==> config.mk <==
export PLATFORM = sky130hd
export DESIGN_NAME = rxf_fa_start_ctrl
export DESIGN_NICKNAME = d
export VERILOG_FILES = /design/src/rtl/rxf_fa_start_ctrl.sv
export SDC_FILE = /design/constraint.sdc
export NUM_CORES = 1
export LEC_CHECK = 0
export CAP_MARGIN = 40
export CORE_MARGIN = 2
export CORE_UTILIZATION = 50
export CTS_BUF_LIST = sky130_fd_sc_hd__clkbuf_16
export CTS_CLUSTER_DIAMETER = 60
export DETAILED_ROUTE_END_ITERATION = 7
export PLACE_DENSITY_LB_ADDON = 0.1
export SLEW_MARGIN = 40
export SYNTH_ARGS = -nofsm -noshare
export SYNTH_HDL_FRONTEND = slang
export SYNTH_SLANG_ARGS = --single-unit
==> constraint.sdc <==
create_clock -name clk -period 6.9 [get_ports clk]
set_clock_uncertainty 0.05 [all_clocks]
set_input_delay 2.07 -clock clk [delete_from_list [all_inputs] [get_ports clk]]
set_output_delay 2.07 -clock clk [all_outputs]
set_load 0.1 [all_outputs]
==> src/rtl/rxf_fa_start_ctrl.sv <==
// Per-carrier start sequencer for the RX-filter output path: arm on RX start,
// wait for the selected ADC Tclk edge, count an offset of PnClk2En strobes, then run.
module rxf_fa_start_ctrl #(
  parameter int NUM_FA  = 4,
  parameter int NUM_ADC = 6,
  parameter int SEL_W   = 3,
  parameter int OFS_W   = 8,
  parameter int CNT_W   = 16
) (
  input  logic                    clk,
  input  logic                    reset,
  input  logic                    iRxStart,
  input  logic                    iAbort,
  input  logic [NUM_ADC-1:0]      iTclk,
  input  logic                    iPnClk2En,
  input  logic [NUM_FA-1:0]       iFaEn,
  input  logic [NUM_FA*SEL_W-1:0] iAdcSel,
  input  logic [NUM_FA*OFS_W-1:0] iStartOfs,
  output logic [NUM_FA-1:0]       oFaDataEn,
  output logic [NUM_FA*CNT_W-1:0] oFaSampleCnt,
  output logic [NUM_FA*2-1:0]     oFaState,
  output logic                    oBusy,
  output logic                    oAllRun,
  output logic                    oRestart,
  output logic [NUM_FA-1:0]       oCfgErr
);

  localparam int                 SEL_SPAN  = 1 << SEL_W;
  localparam logic [SEL_W:0]     ADC_LIMIT = (SEL_W+1)'(NUM_ADC);
  localparam logic [OFS_W-1:0]   OFS_ONE   = 1;
  localparam logic [CNT_W-1:0]   CNT_ONE   = 1;

  typedef enum logic [1:0] {
    ST_IDLE      = 2'd0,
    ST_WAIT_TCLK = 2'd1,
    ST_WAIT_OFS  = 2'd2,
    ST_RUN       = 2'd3
  } fa_state_e;

  logic                    rx_start_q;
  logic [NUM_ADC-1:0]      tclk_q;
  logic                    start_edge;
  logic                    arm;
  logic [NUM_ADC-1:0]      tclk_edge;
  logic [SEL_SPAN-1:0]     tclk_edge_ext;
  logic [NUM_FA-1:0]       sel_legal;
  logic [NUM_FA-1:0]       active_q;
  logic [NUM_FA-1:0]       cfg_err_q;
  logic [NUM_FA*SEL_W-1:0] sel_q;
  logic [NUM_FA*OFS_W-1:0] ofs_q;
  logic [NUM_FA-1:0]       run_vec;
  logic [NUM_FA-1:0]       busy_vec;
  logic                    all_run;
  logic                    all_run_q;
  logic                    restart_q;

  assign start_edge    = iRxStart & ~rx_start_q;
  assign arm           = start_edge & ~iAbort;
  assign tclk_edge     = iTclk & ~tclk_q;
  // Widened so any select code indexes safely; illegal codes never reach WAIT_TCLK.
  assign tclk_edge_ext = SEL_SPAN'(tclk_edge);

  for (genvar gi = 0; gi < NUM_FA; gi++) begin : g_legal
    assign sel_legal[gi] = ({1'b0, iAdcSel[gi*SEL_W +: SEL_W]} < ADC_LIMIT);
  end

  always_ff @(posedge clk or posedge reset) begin
    if (reset) begin
      rx_start_q <= 1'b0;
      tclk_q     <= '0;
      all_run_q  <= 1'b0;
      restart_q  <= 1'b0;
      active_q   <= '0;
      cfg_err_q  <= '0;
      sel_q      <= '0;
      ofs_q      <= '0;
    end else begin
      rx_start_q <= iRxStart;
      tclk_q     <= iTclk;
      all_run_q  <= all_run;
      restart_q  <= arm & oBusy;
      if (arm) begin
        active_q  <= iFaEn & sel_legal;
        cfg_err_q <= iFaEn & ~sel_legal;
        sel_q     <= iAdcSel;
        ofs_q     <= iStartOfs;
      end
    end
  end

  for (genvar gi = 0; gi < NUM_FA; gi++) begin : g_fa
    fa_state_e        state_q, state_d;
    logic [OFS_W-1:0] ofs_cnt_q, ofs_cnt_d;
    logic [CNT_W-1:0] smp_q, smp_d;
    logic [SEL_W-1:0] sel;
    logic [OFS_W-1:0] ofs;
    logic             tclk_hit;

    assign sel      = sel_q[gi*SEL_W +: SEL_W];
    assign ofs      = ofs_q[gi*OFS_W +: OFS_W];
    assign tclk_hit = tclk_edge_ext[sel];

    always_ff @(posedge clk or posedge reset) begin
      if (reset) begin
        state_q   <= ST_IDLE;
        ofs_cnt_q <= '0;
        smp_q     <= '0;
      end else begin
        state_q   <= state_d;
        ofs_cnt_q <= ofs_cnt_d;
        smp_q     <= smp_d;
      end
    end

    // Abort outranks start; start outranks normal sequencing and uses live config.
    always_comb begin
      state_d   = state_q;
      ofs_cnt_d = ofs_cnt_q;
      smp_d     = smp_q;
      if (iAbort) begin
        state_d   = ST_IDLE;
        ofs_cnt_d = '0;
        smp_d     = '0;
      end else if (start_edge) begin
        state_d   = (iFaEn[gi] && sel_legal[gi]) ? ST_WAIT_TCLK : ST_IDLE;
        ofs_cnt_d = '0;
        smp_d     = '0;
      end else begin
        case (state_q)
          ST_WAIT_TCLK: begin
            if (tclk_hit) begin
              ofs_cnt_d = '0;
              state_d   = (ofs == '0) ? ST_RUN : ST_WAIT_OFS;
            end
          end
          ST_WAIT_OFS: begin
            if (iPnClk2En) begin
              if (ofs_cnt_q + OFS_ONE == ofs) state_d = ST_RUN;
              else                            ofs_cnt_d = ofs_cnt_q + OFS_ONE;
            end
          end
          ST_RUN: begin
            if (iPnClk2En && smp_q != '1) smp_d = smp_q + CNT_ONE;
          end
          default: ;
        endcase
      end
    end

    assign oFaState[gi*2 +: 2]         = state_q;
    assign oFaSampleCnt[gi*CNT_W +: CNT_W] = smp_q;
    assign run_vec[gi]                 = (state_q == ST_RUN);
    assign busy_vec[gi]                = (state_q != ST_IDLE);
  end

  assign all_run   = (|active_q) && ((run_vec & active_q) == active_q);
  assign oFaDataEn = run_vec;
  assign oBusy     = |busy_vec;
  assign oAllRun   = all_run & ~all_run_q;
  assign oRestart  = restart_q;
  assign oCfgErr   = cfg_err_q;

endmodule
==> metrics <==
status=completed; CTS H-tree depth=4; dpl ws=2.381 ns; number of hold violations in the final report=0; sw frac=39.36%; number of global-route vias before repair=7723; Yosys top cell area share=42.57%; WHS Path Cells=2; vias per std cell=5.648; Hold Crit Class=register to register; CP Launch Type=register; Worst Max-Slew Pin Slew=0.7416 ns; cell taking the most area after synthesis=dfrtp_1; FP Rows=50; largest net degree at the start of global routing=97; Synth cell types=77; Clock Tree Root=clkbuf_16; Core ar.=0.01889 mm²; period utilization=60.41%; Post-Syn Area per Cell=8.997 µm²; CP endpoint kind=output pin; Post-synth top cells=nand2_1 (207), dfrtp_1 (165), nor2_1 (90); Die Ht=143.3 µm; Fin Setup TNS=0 ns; Tot GR Track Use=23.89%; Reg clk slew, reported paths=0.07 ns; Post-synth EDFFs=0; cts hold-fix bufs=0; clock share of power=31.1%; via count=8258; worst reg-to-reg setup slack=4.48 ns; Post-Syn Nets=1161; clock buffer depth=2; Num CTS Buffers=17; CTS tree=yes; initial antenna violation count=0; minimum clock period=4.169 ns; most common cell in the netlist=nand2_1; synth-to-layout area growth=17.26%; Synth area leaders=dfrtp_1 (43%), nand2_1 (8.0%), xor2_1 (5.0%); critical path class=register to output pin; Sw Pwr=1158 µW; Seq/Total Area, Yosys=42.57%; R2R depth=8; Mapped Area=0.009699 mm²; maximum clock rate=239.9 MHz; Max Cap Viol=0; Max VDD drop=0.1825 mV; DP HPWL=16.33 mm; internal power=1784 µW; post_cts resized=0; global-route wire length before repair=39.32 mm; Starting Density=51.34%; CP max FO=5; sequential power share=38.2%; Slew headroom=50.33%; pwr dens=258.7 mW/mm²; Pins Over Slew Limit=0; Die ar.=0.02053 mm²; LEAKAGE=0.005046 µW; Cells after Synth=1078; antenna fix cells=0; RSZ-0062 raised after global routing=no; combinational group share of total power=30.7%; total grt overflow=0; WL per Instance=16.11 µm; final setup fails=0; CTS Sinks=165; I/O pin total=142; FFs w/ async S/R, synth=100.0%; Post-CTS Setup Inserts=0; Worst R2R Start=g_fa[2].ofs_cnt_q[0]; crit path DAT=2.05 ns; Detailed Routing Iterations Pass 1=4; WL final=23.55 mm; PortBufs=141; post-synthesis register bit count=165; final worst slack=2.731 ns; Reg-to-Reg End=g_fa[2].state_q[1]; RD Place Congestion=0.8338; DRC violations left=0; Synth Flop Type=dfrtp_1; Iteration-0 DRC Markers=435; die width=143.3 µm; min-delay src=oCfgErr[0]; layout cells sized above 1=12.90%; Detail Route Antenna Nets=0; NumNets Final=1272; # fillers=1753; Min-Delay Endpoint=oCfgErr[0]; Finished Core Util=60.20%; Worst EP required=4.78 ns; Worst-Skew Late Latency=0.43 ns; Ys Warns=0
## how the worst max path moves through the flow
stage	startpoint	end	slack, ns	depth (start not counted)
after floorplan	reset	active_q[0]	0.32	1
final	g_fa[2].state_q[1]	oAllRun	2.73	5
after CTS	g_fa[2].state_q[1]	oAllRun	2.70	5
after global routing	g_fa[2].state_q[1]	oAllRun	2.53	5
after detailed placement	iPnClk2En	g_fa[0].smp_q[9]	2.38	7
after global placement	iPnClk2En	g_fa[0].smp_q[9]	2.46	7
## flip-flops by register name, indices dropped and copies added, names as in the netlist
name,count
g_fa.smp_q,64
active_q,4
oCfgErr,4
g_fa.state_q,8
oRestart,1
sel_q,12
g_fa.ofs_cnt_q,32
rx_start_q,1
tclk_q,6
all_run_q,1
ofs_q,32
## layer usage
metal / up-vias / GRT usage, % / share of wire [%]
met5: - / 0 / 0
met4: 0 / 6.863 / 1.2
met3: 19 / 4.259 / 4.9
met2: 194 / 37.92 / 48
met1: 4007 / 33.72 / 46
li1: 4038 / - / -
## layout make-up
cell class / instances / area [µm²] / share of cell area, %
Clock inverter: 15 / 130.1 / 1.144
Clock buffer: 17 / 425.4 / 3.740
Inverter: 31 / 123.9 / 1.089
Sequential cell: 165 / 4129 / 36.30
Multi-Input combinational cell: 823 / 5169 / 45.45
Tap cell: 260 / 325.3 / 2.860
Timing Repair Buffer: 151 / 1071 / 9.417
## through the flow
stage	hold WS, ns	std cells	instance area (µm²)	total power, µW
final	0.4326	1462	11370	2943
after global routing	0.4716	1462	11370	3092
after CTS	0.4416	1462	11370	2961
after detailed placement	0.4250	1430	10820	2043
after global placement	0.4235	1430	11220	2067
after floorplan	0.4024	1078	9699	1814
## layout by cell type, fill, tap and decap left out, types with 5 or more instances in the layout
master | netlist | routed
xor2_1 | 55 | 55
a31oi_1 | 26 | 25
buf_4 | 2 | 10
dfrtp_1 | 165 | 165
nand3_1 | 73 | 73
nor2_1 | 90 | 89
a211oi_1 | 5 | 5
nand4_1 | 27 | 27
a21oi_1 | 19 | 18
nor3_1 | 12 | 12
nand2_1 | 207 | 207
and2_1 | 11 | 11
mux2i_1 | 7 | 7
a211o_1 | 8 | 8
xnor2_1 | 35 | 35
nand3b_1 | 9 | 9
or3_1 | 11 | 11
clkdlybuf4s50_1 | 0 | 58
a32oi_1 | 5 | 5
inv_1 | 31 | 31
o21ai_0 | 23 | 23
buf_2 | 12 | 83
and3_1 | 20 | 20
nand2b_1 | 10 | 9
or4_1 | 22 | 22
and4_1 | 12 | 12
nor4_1 | 9 | 9
clkbuf_16 | 0 | 17
nor2b_1 | 9 | 8
o211ai_1 | 13 | 13
ha_1 | 24 | 24
## power by group through the flow
| stage | clock network [µW] | registers [µW] | logic (µW) |
|---|---|---|---|
| after floorplan | 0 | 1300 | 517 |
| after global placement | 0 | 1140 | 930 |
| after detailed placement | 0 | 1140 | 902 |
| after CTS | 933 | 1120 | 905 |
| after global routing | 978 | 1140 | 978 |
| final | 916 | 1120 | 904 |
## worst max-delay path, cell delays in order, from the launching register on
cell	delay [ns]
dfrtp_1	0.42
ha_1	0.28
o22ai_1	0.09
nor3_1	0.23
nor2b_1	0.16
buf_2	0.44
## cells by family (layout without fill, tap and decap cells)
family                   count (synthesis)  after routing  share of synthesized area [%]
buffers and inverters                   90            214                          4.450
AO/OA/AOI/OAI                          146            146                          11.00
AND/OR/NAND/NOR                        549            549                          28.39
flip-flops                             165            165                          42.57
adder cells (fa/ha/maj)                 24             24                          3.096
multiplexers                            11             11                          1.651
XOR/XNOR                                93             93                          8.836
No activity file was read; power rests on OpenSTA's default activity.
